--- src/rtl/cevero_dvfs_sequencer.sv ---
// DVFS sequencer: applies a requested voltage/frequency point in a safe order.
// Voltage rises settle before frequency rises; frequency drops precede voltage drops.
module cevero_dvfs_sequencer #(
    parameter logic [2:0]  DefVoltage       = 3'd5,
    parameter logic [31:0] DefFreq          = 32'd100,
    parameter int unsigned VoltSettleCycles = 16,
    parameter int unsigned LockTimeout      = 64
) (
    input  logic        clk_i,
    input  logic        rst_ni,
    input  logic [2:0]  target_voltage_i,
    input  logic [31:0] target_freq_i,
    output logic        vreg_req_o,
    output logic [2:0]  vreg_voltage_o,
    input  logic        vreg_ack_i,
    output logic        clk_req_o,
    output logic [31:0] clk_freq_o,
    input  logic        clk_lock_i,
    output logic [2:0]  cur_voltage_o,
    output logic [31:0] cur_freq_o,
    output logic        busy_o,
    output logic        done_o,
    output logic        error_o
);

    localparam int SW = $clog2(VoltSettleCycles + 1);
    localparam int LW = $clog2(LockTimeout + 1);

    typedef enum logic [2:0] {
        S_IDLE,
        S_VREQ,
        S_VSETTLE,
        S_FREQ,
        S_VREQ_LAST,
        S_DONE
    } state_e;

    state_e        r_state, w_state_nxt;
    logic [2:0]    r_tgt_v, w_tgt_v_nxt;
    logic [31:0]   r_tgt_f, w_tgt_f_nxt;
    logic [2:0]    r_cur_v, w_cur_v_nxt;
    logic [31:0]   r_cur_f, w_cur_f_nxt;
    logic          r_err, w_err_nxt;
    logic [SW-1:0] r_scnt, w_scnt_nxt;
    logic [LW-1:0] r_lcnt, w_lcnt_nxt;
    logic          w_vreq;
    logic          w_creq;

    always_ff @(posedge clk_i or negedge rst_ni) begin
        if (!rst_ni) begin
            r_state <= S_IDLE;
            r_tgt_v <= DefVoltage;
            r_tgt_f <= DefFreq;
            r_cur_v <= DefVoltage;
            r_cur_f <= DefFreq;
            r_err   <= 1'b0;
            r_scnt  <= '0;
            r_lcnt  <= '0;
        end else begin
            r_state <= w_state_nxt;
            r_tgt_v <= w_tgt_v_nxt;
            r_tgt_f <= w_tgt_f_nxt;
            r_cur_v <= w_cur_v_nxt;
            r_cur_f <= w_cur_f_nxt;
            r_err   <= w_err_nxt;
            r_scnt  <= w_scnt_nxt;
            r_lcnt  <= w_lcnt_nxt;
        end
    end

    always_comb begin
        w_state_nxt = r_state;
        w_tgt_v_nxt = r_tgt_v;
        w_tgt_f_nxt = r_tgt_f;
        w_cur_v_nxt = r_cur_v;
        w_cur_f_nxt = r_cur_f;
        w_err_nxt   = r_err;
        w_scnt_nxt  = '0;
        w_lcnt_nxt  = '0;
        unique case (r_state)
            S_IDLE: begin
                if (target_voltage_i != r_cur_v || target_freq_i != r_cur_f) begin
                    w_tgt_v_nxt = target_voltage_i;
                    w_tgt_f_nxt = target_freq_i;
                    if (target_voltage_i > r_cur_v) begin
                        w_state_nxt = S_VREQ;
                    end else if (target_freq_i != r_cur_f) begin
                        w_state_nxt = S_FREQ;
                    end else begin
                        w_state_nxt = S_VREQ_LAST;
                    end
                end
            end
            S_VREQ, S_VREQ_LAST: begin
                if (vreg_ack_i) begin
                    w_cur_v_nxt = r_tgt_v;
                    w_state_nxt = (r_state == S_VREQ) ? S_VSETTLE : S_DONE;
                end
            end
            S_VSETTLE: begin
                w_scnt_nxt = r_scnt + 1'b1;
                if (r_scnt == SW'(VoltSettleCycles - 1)) begin
                    w_scnt_nxt  = '0;
                    w_state_nxt = (r_tgt_f != r_cur_f) ? S_FREQ : S_DONE;
                end
            end
            S_FREQ: begin
                w_lcnt_nxt = r_lcnt + 1'b1;
                if (clk_lock_i) begin
                    w_lcnt_nxt  = '0;
                    w_cur_f_nxt = r_tgt_f;
                    w_err_nxt   = 1'b0;
                    w_state_nxt = (r_tgt_v < r_cur_v) ? S_VREQ_LAST : S_DONE;
                end else if (r_lcnt == LW'(LockTimeout - 1)) begin
                    // Abandon the change; a raised voltage is kept, a pending drop is skipped
                    w_lcnt_nxt  = '0;
                    w_err_nxt   = 1'b1;
                    w_state_nxt = S_DONE;
                end
            end
            S_DONE: begin
                w_state_nxt = S_IDLE;
            end
            default: begin
                w_state_nxt = S_IDLE;
            end
        endcase
    end

    assign w_vreq = (r_state == S_VREQ) || (r_state == S_VREQ_LAST);
    assign w_creq = (r_state == S_FREQ);

    assign vreg_req_o     = w_vreq;
    assign clk_req_o      = w_creq;
    assign vreg_voltage_o = w_vreq ? r_tgt_v : r_cur_v;
    assign clk_freq_o     = w_creq ? r_tgt_f : r_cur_f;
    assign cur_voltage_o  = r_cur_v;
    assign cur_freq_o     = r_cur_f;
    assign busy_o         = w_vreq || w_creq || (r_state == S_VSETTLE);
    assign done_o         = (r_state == S_DONE);
    assign error_o        = r_err;

endmodule

--- config.mk ---
export PLATFORM = sky130hd
export DESIGN_NAME = cevero_dvfs_sequencer
export DESIGN_NICKNAME = d
export VERILOG_FILES = /design/src/rtl/cevero_dvfs_sequencer.sv
export SDC_FILE = /design/constraint.sdc
export NUM_CORES = 1
export LEC_CHECK = 0
export BUFFER_PORTS_ARGS = -buffer_cell sky130_fd_sc_hd__buf_4
export CAP_MARGIN = 15
export CELL_PAD_IN_SITES_DETAIL_PLACEMENT = 1
export CELL_PAD_IN_SITES_GLOBAL_PLACEMENT = 1
export CORE_MARGIN = 5
export CORE_UTILIZATION = 45
export CTS_CLUSTER_SIZE = 24
export DETAILED_ROUTE_END_ITERATION = 8
export PLACE_DENSITY = 0.91
export SYNTH_ARGS = -nofsm -noshare
export SYNTH_HDL_FRONTEND = slang
export SYNTH_SLANG_ARGS = --single-unit
--- constraint.sdc ---
create_clock -name clk_i -period 4 [get_ports clk_i]
set_clock_uncertainty 0.15 [all_clocks]
set_input_delay 1 -clock clk_i [delete_from_list [all_inputs] [get_ports clk_i]]
set_output_delay 1 -clock clk_i [all_outputs]
set_load 0.05 [all_outputs]
==> impl_results.md, run 1 <==
* Die Height at 113 um
* # port buffers at 113
* Syn nets at 484
* Measured slew at the worst slew-check pin at 1.16 ns
* Cts hold-fix bufs at 0
* #FFs+latches synth at 86
* Outcome: finished clean
* Pre-Repair DR Iteration Count at 5
* Crit path time final at 3.60 ns
* Ys Warns at 0
* Count of final setup violators at 0
* Wire per inst at 22.6 um
* Synth top area cells: dfrtp_1 40%, mux2_2 9.9%, mux2_4 9.1%
* Placement Setup Slack at 0.104 ns
* Crit Path Category: in -> reg
* Slowest CP cell: a211oi_4
* Yosys top cell by area: dfrtp_1
* H-Tree Depth at 3
* Largest net degree at the start of global routing at 87
* Crit Path Max Fanout at 21
* Initial Util at 0.463
* Max Transition Viols Final at 0
* Via density at 5.57
* Vias in the first global route at 4345
* Avg Cell Area, Syn at 10.9 sq um
* Layout-stage area growth over the synthesis result at 25.3%
* Worst Setup Slack, final at 0.404 ns
* Worst-path clk slew at 0.09 ns
* Most frequent cell on the critical path: buf_4
* Area of the core at 0.0103 sq mm
* Final Wtd Congestion at 0.855
* Arrival @ worst endpoint at 3.69 ns
* CP Capture Type: flop
* DRT iter0 DRCs at 200
* Final Hold Fails at 0
* Number of fill cells in the layout at 1124
* Num CTS Buffers at 9
* DRT Wirelength at 15700 um
* PostCTS Resize Cnt at 0
* CTS tree: yes
* Met1 usage at 0.291
* F_max at 278 MHz
* Antenna viol nets, final at 0
* Clk_lat worst skew at 0.37 ns
* GRT overflow at 0
* Max-cap violations at 0
* # DRC at 0
* Layout cell share with drive strength beyond 1 at 0.394
* Initial antenna violation count at 0
* Die area at 0.0128 sq mm
* First-pass GRT wire length at 24400 um
* Hold crit path type: reg -> reg
* Antenna Cells at 0
* Vias at 3869
* Most frequent cells in the layout: 118 x buf_4, 101 x nand2_1, 76 x dfrtp_1, 42 x mux2_2, 36 x xnor2_1
* Setup_tns at 0 ns
* Worst path cell trace: buf_4 -> xor2_1 -> nor4_1 -> nand4_1 -> nor2_4 -> a211oi_4 -> buf_4 -> mux2_2
* GRT met2 Usage at 0.435
* Crit-path leading delay family: compound AO/OA/AOI/OAI gates
* Post-CTS setup buffer count at 0
* Post-Synthesis Cells at 438
* M3 GR Usage at 0.0390
* Num rows at 37
* CTS sink cnt at 86
* Ports at 114
* Most used routing layer: met2
* Nets at 600
* Clk buf depth at 2
* Estimated wirelength of the detail-placed design at 10800 um
* Share of the synthesized area in the top cell type at 0.398
* Die width at 113 um
* Largest stage delay, worst path at 0.97 ns
* Element type at the critical path start: input pin
* Critical Path RT at 4.10 ns
* RSZ-0062 raised after global routing: no
* Mapped Area at 0.00478 sq mm
* Most common cell after layout, fill and taps aside: buf_4
* Buffers & Inverters on Critical Path at 2
* Fin crit share at 0.899
* Sequential fraction of the synthesis area at 0.453
* Cell chosen for the clock root: clkbuf_8
* Slew HR at 0.223
* Global Route Usage Sum at 0.245
* Synth unique cells at 42
## final cells by class
cell class / instances / area (sq um) / area share
multi-input combinational: 330 / 2500 / 0.417
sequential: 86 / 2160 / 0.361
timing repair buffer: 120 / 918 / 0.153
tap: 136 / 170 / 0.0284
clock buffer: 11 / 131 / 0.0219
clock inverter: 5 / 83.8 / 0.0140
inverter: 7 / 26.3 / 0.00438
## state kept, by name (all words and copies together), names as in the netlist
register and flops:
r_state 3, r_scnt 5, r_tgt_f 32, cur_voltage_o 3, cur_freq_o 32, r_lcnt 7, r_tgt_v 3, error_o 1
## final timing paths
check,slack [ns],from,depth (start not counted),endpoint
max reg2reg,0.61,cur_voltage_o[2]$_DFFE_PN1P_,6,r_tgt_f[3]$_DFFE_PN0P_
min in group asynchronous,0.45,rst_ni,1,cur_freq_o[15]$_DFFE_PN0P_
max in group asynchronous,2.59,rst_ni,2,r_tgt_v[2]$_DFFE_PN1P_
max,0.40,target_freq_i[29],8,r_tgt_f[3]$_DFFE_PN0P_
min reg2reg,0.34,r_scnt[0]$_DFF_PN0_,1,r_scnt[0]$_DFF_PN0_
min,0.34,r_scnt[0]$_DFF_PN0_,1,r_scnt[0]$_DFF_PN0_
## cells by family (layout without fill, tap and decap cells)
| logic type | Yosys count | after routing | synth area share |
|---|---|---|---|
| simple gates | 155 | 155 | 0.146 |
| xor+xnor | 71 | 71 | 0.130 |
| compound gates | 25 | 25 | 0.0364 |
| mux | 72 | 72 | 0.192 |
| flops | 86 | 86 | 0.453 |
| buf+inv | 22 | 143 | 0.0249 |
| fa+ha+maj | 7 | 7 | 0.0183 |
## per-stage QoR
step	hold slack, ns	util	instance area (sq um)	std cells
3_3_place_gp	0.297	0.557	5750	677
4_1_cts	0.347	0.577	5960	693
2_1_floorplan	0.283	-	4780	438
6_report	0.345	0.581	5990	695
5_1_grt	0.383	0.581	5990	695
3_5_place_dp	0.313	0.557	5750	677
## routing by layer
layer / wire length [um] / vias to the layer above
li1: - / 1723
met1: 6280 / 1965
met2: 8060 / 140
met3: 728 / 41
met4: 636 / 0
met5: 0 / -
## cells in the mapped netlist, drive strengths merged
cell,count
a21oi,5
nor3,3
nand2,101
o311ai,1
dfstp,10
mux2,71
o21a,1
dfrtp,76
ha,7
a21boi,1
nand4b,1
nor3b,2
buf,9
o221ai,1
o41ai,1
and2,2
xor2,35
nor2b,3
a211oi,1
xnor2,36
a2bb2oi,1
nor4bb,1
and3,4
mux2i,1
nand4,10
o32a,1
inv,6
nor4,10
clkbuf,6
or2,1
o21ai,8
o31ai,1
clkinv,1
nand3,5
a21o,1
or3,1
nor2,11
a31oi,2
Power of run 1 is left out: the tool's default activity adds up to more than one toggle a clock period on the data nets, which glitch-free logic cannot reach.
==> run 2, diff against run 1 <==
ABC_AREA = 1   (was not set)
CELL_PAD_IN_SITES_DETAIL_PLACEMENT = not set   (was 1)
CELL_PAD_IN_SITES_GLOBAL_PLACEMENT = not set   (was 1)
MAX_ROUTING_LAYER = met4   (was not set)
PLACE_DENSITY = 0.75   (was 0.91)
==> impl_results.md, run 2 <==
* Synth top area cells: dfrtp_1 39%, nand2_1 16%, o21ai_0 8.9%
* DRT iter0 DRCs at 349
* Synth Area in Adders at 0.0182
* Vias in the first global route at 4255
* Element type at the critical path start: flop
* Antenna viol nets, final at 0
* CTS sink cnt at 86
* Max Transition Viols Final at 0
* Wire per inst at 14.2 um
* Worst-path clk slew at 0.09 ns
* Slew HR at 0.391
* Crit Path Category: reg -> out
* Most common cell after layout, fill and taps aside: nand2_1
* #FFs+latches synth at 86
* Async set-reset flop share out of synthesis at 1.00
* Post-CTS setup buffer count at 0
* CTS tree: yes
* Layout cell share with drive strength beyond 1 at 0.213
* Cell chosen for the clock root: clkbuf_8
* Clk_lat worst skew at 0.36 ns
* Initial antenna violation count at 0
* Ports at 114
* Max-cap violations at 0
* Measured slew at the worst slew-check pin at 0.913 ns
* Largest net degree at the start of global routing at 69
* Largest stage delay, worst path at 0.39 ns
* Area of the core at 0.0104 sq mm
* Die Height at 113 um
* Combinational family with the most area after synthesis: simple AND/OR/NAND/NOR gates
* Pre-Repair DR Iteration Count at 7
* Most common cell in the netlist: nand2_1
* H-Tree Depth at 3
* Most frequent cells in the layout: 199 x nand2_1, 117 x buf_4, 86 x o21ai_0, 76 x dfrtp_1
* CP Capture Type: output pin
* Reg2Reg Setup Slack at 1.64 ns
* Yosys top cell by area: dfrtp_1
* Num CTS Buffers at 9
* Vias at 4396
* Ys Warns at 0
* Arrival @ worst endpoint at 2.00 ns
* Final Wtd Congestion at 0.858
* Most frequent cell on the critical path: nor2_1
* Count of final setup violators at 0
* Initial Util at 0.464
* Outcome: finished clean
* Syn nets at 684
* Layout-stage area growth over the synthesis result at 24.1%
* Hold crit path type: reg -> reg
* Crit-path leading delay family: simple AND/OR/NAND/NOR gates
* Post-Synthesis Cells at 638
* Global Route Usage Sum at 0.205
* Die width at 113 um
* Antenna Cells at 0
* Slowest CP cell: dfrtp_1
* GRT overflow at 0
* Cts hold-fix bufs at 0
* Mux contribution to synthesized area at 0
* Die area at 0.0129 sq mm
* DRT Wirelength at 12600 um
* # DRC at 0
* Fin area at 0.00598 sq mm
* Crit path time final at 3.15 ns
* Via density at 4.95
* Estimated wirelength of the detail-placed design at 9440 um
* Sequential fraction of the synthesis area at 0.449
* Crit Path Max Fanout at 9
* Post-synth top flop: dfrtp_1
* Post-synth top cells: 199 x nand2_1, 86 x o21ai_0, 76 x dfrtp_1
* Clk buf depth at 2
* Final Hold Fails at 0
* RSZ-0062 raised after global routing: no
* Nets at 793
* Synth unique cells at 26
* Mapped Area at 0.00482 sq mm
* Worst path cell trace: inv_1 -> or2_2 -> nor2_1 -> nor2_1 -> o21ai_0 -> buf_4
* # port buffers at 113
* Post-synth EDFFs at 0
* Post-Synth Simple-Gate Area at 0.245
* Buffers & Inverters on Critical Path at 2
* Number of fill cells in the layout at 966
* Setup_tns at 0 ns
* Complex-gate fraction of the synthesized area at 0.121
* Share of the synthesized area in the top cell type at 0.395
* PostCTS Resize Cnt at 0
* F_max at 318 MHz
* XOR/XNOR Fraction of Synth Area at 0.0891
* Fin crit share at 0.787
* Critical Path RT at 2.85 ns
* First-pass GRT wire length at 20600 um
* Avg Cell Area, Syn at 7.55 sq um
* Num rows at 37
* Placed inst area at 0.00576 sq mm
==> run 2: final cells by class <==
| cell class | count | area [sq um] | share of cell area |
|---|---|---|---|
| clock buffers | 9 | 124 | 0.0207 |
| clock inverters | 7 | 88.8 | 0.0149 |
| inverters | 73 | 274 | 0.0459 |
| multi-input cells | 460 | 2280 | 0.381 |
| flip-flops and latches | 86 | 2160 | 0.362 |
| well taps | 136 | 170 | 0.0285 |
| repair buffers | 117 | 878 | 0.147 |
==> run 2: path summary, 6_finish.rpt <==
path | to | from | cells after the start
max | vreg_voltage_o[0] | r_state[0]$_DFFE_PN0P_ | 6
min | r_lcnt[0]$_DFF_PN0_ | r_lcnt[0]$_DFF_PN0_ | 1
max reg2reg | r_tgt_f[25]$_DFFE_PN0P_ | cur_freq_o[2]$_DFFE_PN1P_ | 8
min reg2reg | r_lcnt[0]$_DFF_PN0_ | r_lcnt[0]$_DFF_PN0_ | 1
max in group asynchronous | cur_freq_o[5]$_DFFE_PN1P_ | rst_ni | 2
min in group asynchronous | r_tgt_f[0]$_DFFE_PN0P_ | rst_ni | 1
==> run 2: through the flow <==
| stage | instances | hold slack [ns] | setup WS [ns] | util |
|---|---|---|---|---|
| floorplan | 638 | 0.281 | 0.656 | - |
| global placement | 872 | 0.293 | 1.13 | 0.556 |
| detailed placement | 872 | 0.299 | 1.06 | 0.556 |
| CTS | 888 | 0.311 | 0.837 | 0.576 |
| global route | 888 | 0.324 | 0.674 | 0.576 |
| finish | 888 | 0.305 | 0.852 | 0.576 |
==> run 2: routing by layer <==
layer	vias to the layer above	wire length [um]	track usage
li1	2203	-	-
met1	2038	5750	0.268
met2	134	5920	0.321
met3	21	713	0.0355
met4	0	242	0.0777
met5	-	0	-
==> run 2: worst register-to-register path: cells and delay by family (launching register included) <==
family / cells / cell delay (ns)
compound gates: 1 / 0.25
simple gates: 6 / 1.05
flops: 1 / 0.58
xor+xnor: 1 / 0.18
==> run 2: logic make-up after synthesis <==
group / Yosys count
AND/OR/NAND/NOR: 289
AO/OA/AOI/OAI: 115
buffers and inverters: 92
flip-flops: 86
XOR/XNOR: 49
adder cells (fa/ha/maj): 7
Power of run 2 is left out for the same reason.
==> run 3, diff against run 2 <==
PLACE_DENSITY = 0.77   (was 0.75)
clock period = 2.8 ns   (was 4 ns; I/O delays follow)
==> impl_results.md, run 3 (synthesis gave the netlist of run 2 again) <==
* Outcome: finished clean
* First-pass GRT wire length at 20300 um
* GRT overflow at 0
* DRT iter0 DRCs at 377
* Die area at 0.0129 sq mm
* Slew HR at 0.644
* Ports at 114
* Max-cap violations at 0
* Most frequent cells in the layout: 198 x nand2_1, 117 x buf_4, 76 x dfrtp_1, 67 x o21ai_0, 64 x inv_1
* Crit Path Max Fanout at 9
* Nets at 799
* Register Area at 0.00216 sq mm
* Slowest CP cell: dfrtp_1
* Estimated wirelength of the detail-placed design at 9550 um
* Global Route Usage Sum at 0.203
* Count of final setup violators at 0
* Element type at the critical path start: flop
* Reg2Reg Setup Slack at 0.63 ns
* Clk_lat worst skew at 0.36 ns
* CTS sink cnt at 86
* Worst path cell trace: inv_1 -> or2_2 -> nor2_2 -> nor2_1 -> buf_4 -> o21ai_1 -> buf_4
* Crit path time final at 2.69 ns
* Via density at 4.92
* CTS tree: yes
* Cell chosen for the clock root: clkbuf_8
* Area occupied by multi-input gates at 0.00228 sq mm
* Vias in the first global route at 4209
* Num CTS Buffers at 9
* Num rows at 37
* Layout cell share with drive strength beyond 1 at 0.219
* Largest stage delay, worst path at 0.40 ns
* Final Wtd Congestion at 0.862
* Die width at 113 um
* Initial antenna violation count at 0
* R2R Path End: r_tgt_v[1]$_DFFE_PN0P_
* CP startpoint: r_state[0]$_DFFE_PN0P_
* Wire per inst at 14.0 um
* # DRC at 0
* Fin area at 0.00606 sq mm
* Most common cell after layout, fill and taps aside: nand2_1
* Vias at 4400
* DRT Wirelength at 12500 um
* Largest net degree at the start of global routing at 49
* F_max at 372 MHz
* Area of the core at 0.0104 sq mm
* Measured slew at the worst slew-check pin at 0.534 ns
* Layout-stage area growth over the synthesis result at 25.8%
* Crit Path Category: reg -> out
* CP Capture Type: output pin
* Worst-path clk slew at 0.08 ns
* Pre-Repair DR Iteration Count at 5
* Setup crit end: vreg_voltage_o[1]
* Final Hold Fails at 0
* Initial Util at 0.464
* Placed inst area at 0.00583 sq mm
* Cts hold-fix bufs at 0
* H-Tree Depth at 3
* Reg-to-reg critical path startpoint: cur_freq_o[2]$_DFFE_PN1P_
* Hold crit path type: in -> async
* # port buffers at 113
* Number of fill cells in the layout at 914
* Antenna viol nets, final at 0
* Antenna Cells at 0
* Most frequent cell on the critical path: buf_4
* Arrival @ worst endpoint at 1.84 ns
* Reg2Reg Depth at 10
* Die Height at 113 um
* Critical Path RT at 1.95 ns
* Fin crit share at 0.961
* Clk buf depth at 2
* Max Transition Viols Final at 0
## run 3: changes by cell type in the layout (fill, tap and decap cells not counted), sizes merged
cell,previous run,this run
bufinv,2,0
buf,117,123
clkinv,5,1
clkbuf,9,15
## run 3: worst min-delay path by stage
stage	slack [ns]	endpoint	cells past startpoint
after floorplan	0.25	cur_freq_o[0]$_DFFE_PN0P_	0
after global placement	0.30	r_scnt[0]$_DFF_PN0_	1
after detailed placement	0.31	r_lcnt[0]$_DFF_PN0_	1
after CTS	0.17	cur_freq_o[7]$_DFFE_PN0P_	1
after global routing	0.20	cur_freq_o[7]$_DFFE_PN0P_	1
final	0.16	cur_freq_o[7]$_DFFE_PN0P_	1
## run 3: final cells by class
class	instances	area share
Clock buffer	15	0.0291
Timing Repair Buffer	123	0.162
Sequential cell	86	0.357
Inverter	73	0.0456
Tap cell	136	0.0281
Clock inverter	1	0.000826
Multi-Input combinational cell	460	0.377
## run 3: critical path: cells and delay by family (launching register included)
kind / cells / cell delay [ns]
flip-flops: 1 / 0.40
buffers and inverters: 3 / 0.48
AO/OA/AOI/OAI: 1 / 0.14
AND/OR/NAND/NOR: 3 / 0.47
## run 3: stage by stage
stage	utilization	hold slack [ns]	std cells	TNS [ns]	setup slack, ns
finish	0.584	0.160	894	0	0.108
global route	0.584	0.196	894	-0.0124	-0.00672
CTS	0.580	0.173	892	-0.126	-0.0289
detailed placement	0.562	0.307	876	0	0.302
global placement	0.562	0.299	876	0	0.344
floorplan	-	0.254	638	-2.20	-0.244
## run 3: per-layer routing
| layer | global-route usage | vias up | routed length (um) |
|---|---|---|---|
| li1 | - | 2212 | - |
| met1 | 0.261 | 2018 | 5490 |
| met2 | 0.318 | 153 | 5890 |
| met3 | 0.0403 | 17 | 898 |
| met4 | 0.0809 | 0 | 246 |
| met5 | - | - | 0 |
## run 3: repair_timing
item                       4_1_cts  5_1_grt
pin swaps                        0        1
buffers inserted                 0        2
setup endpoints to repair        9       34
resized for setup                0       10
Power of run 3 is left out for the same reason.
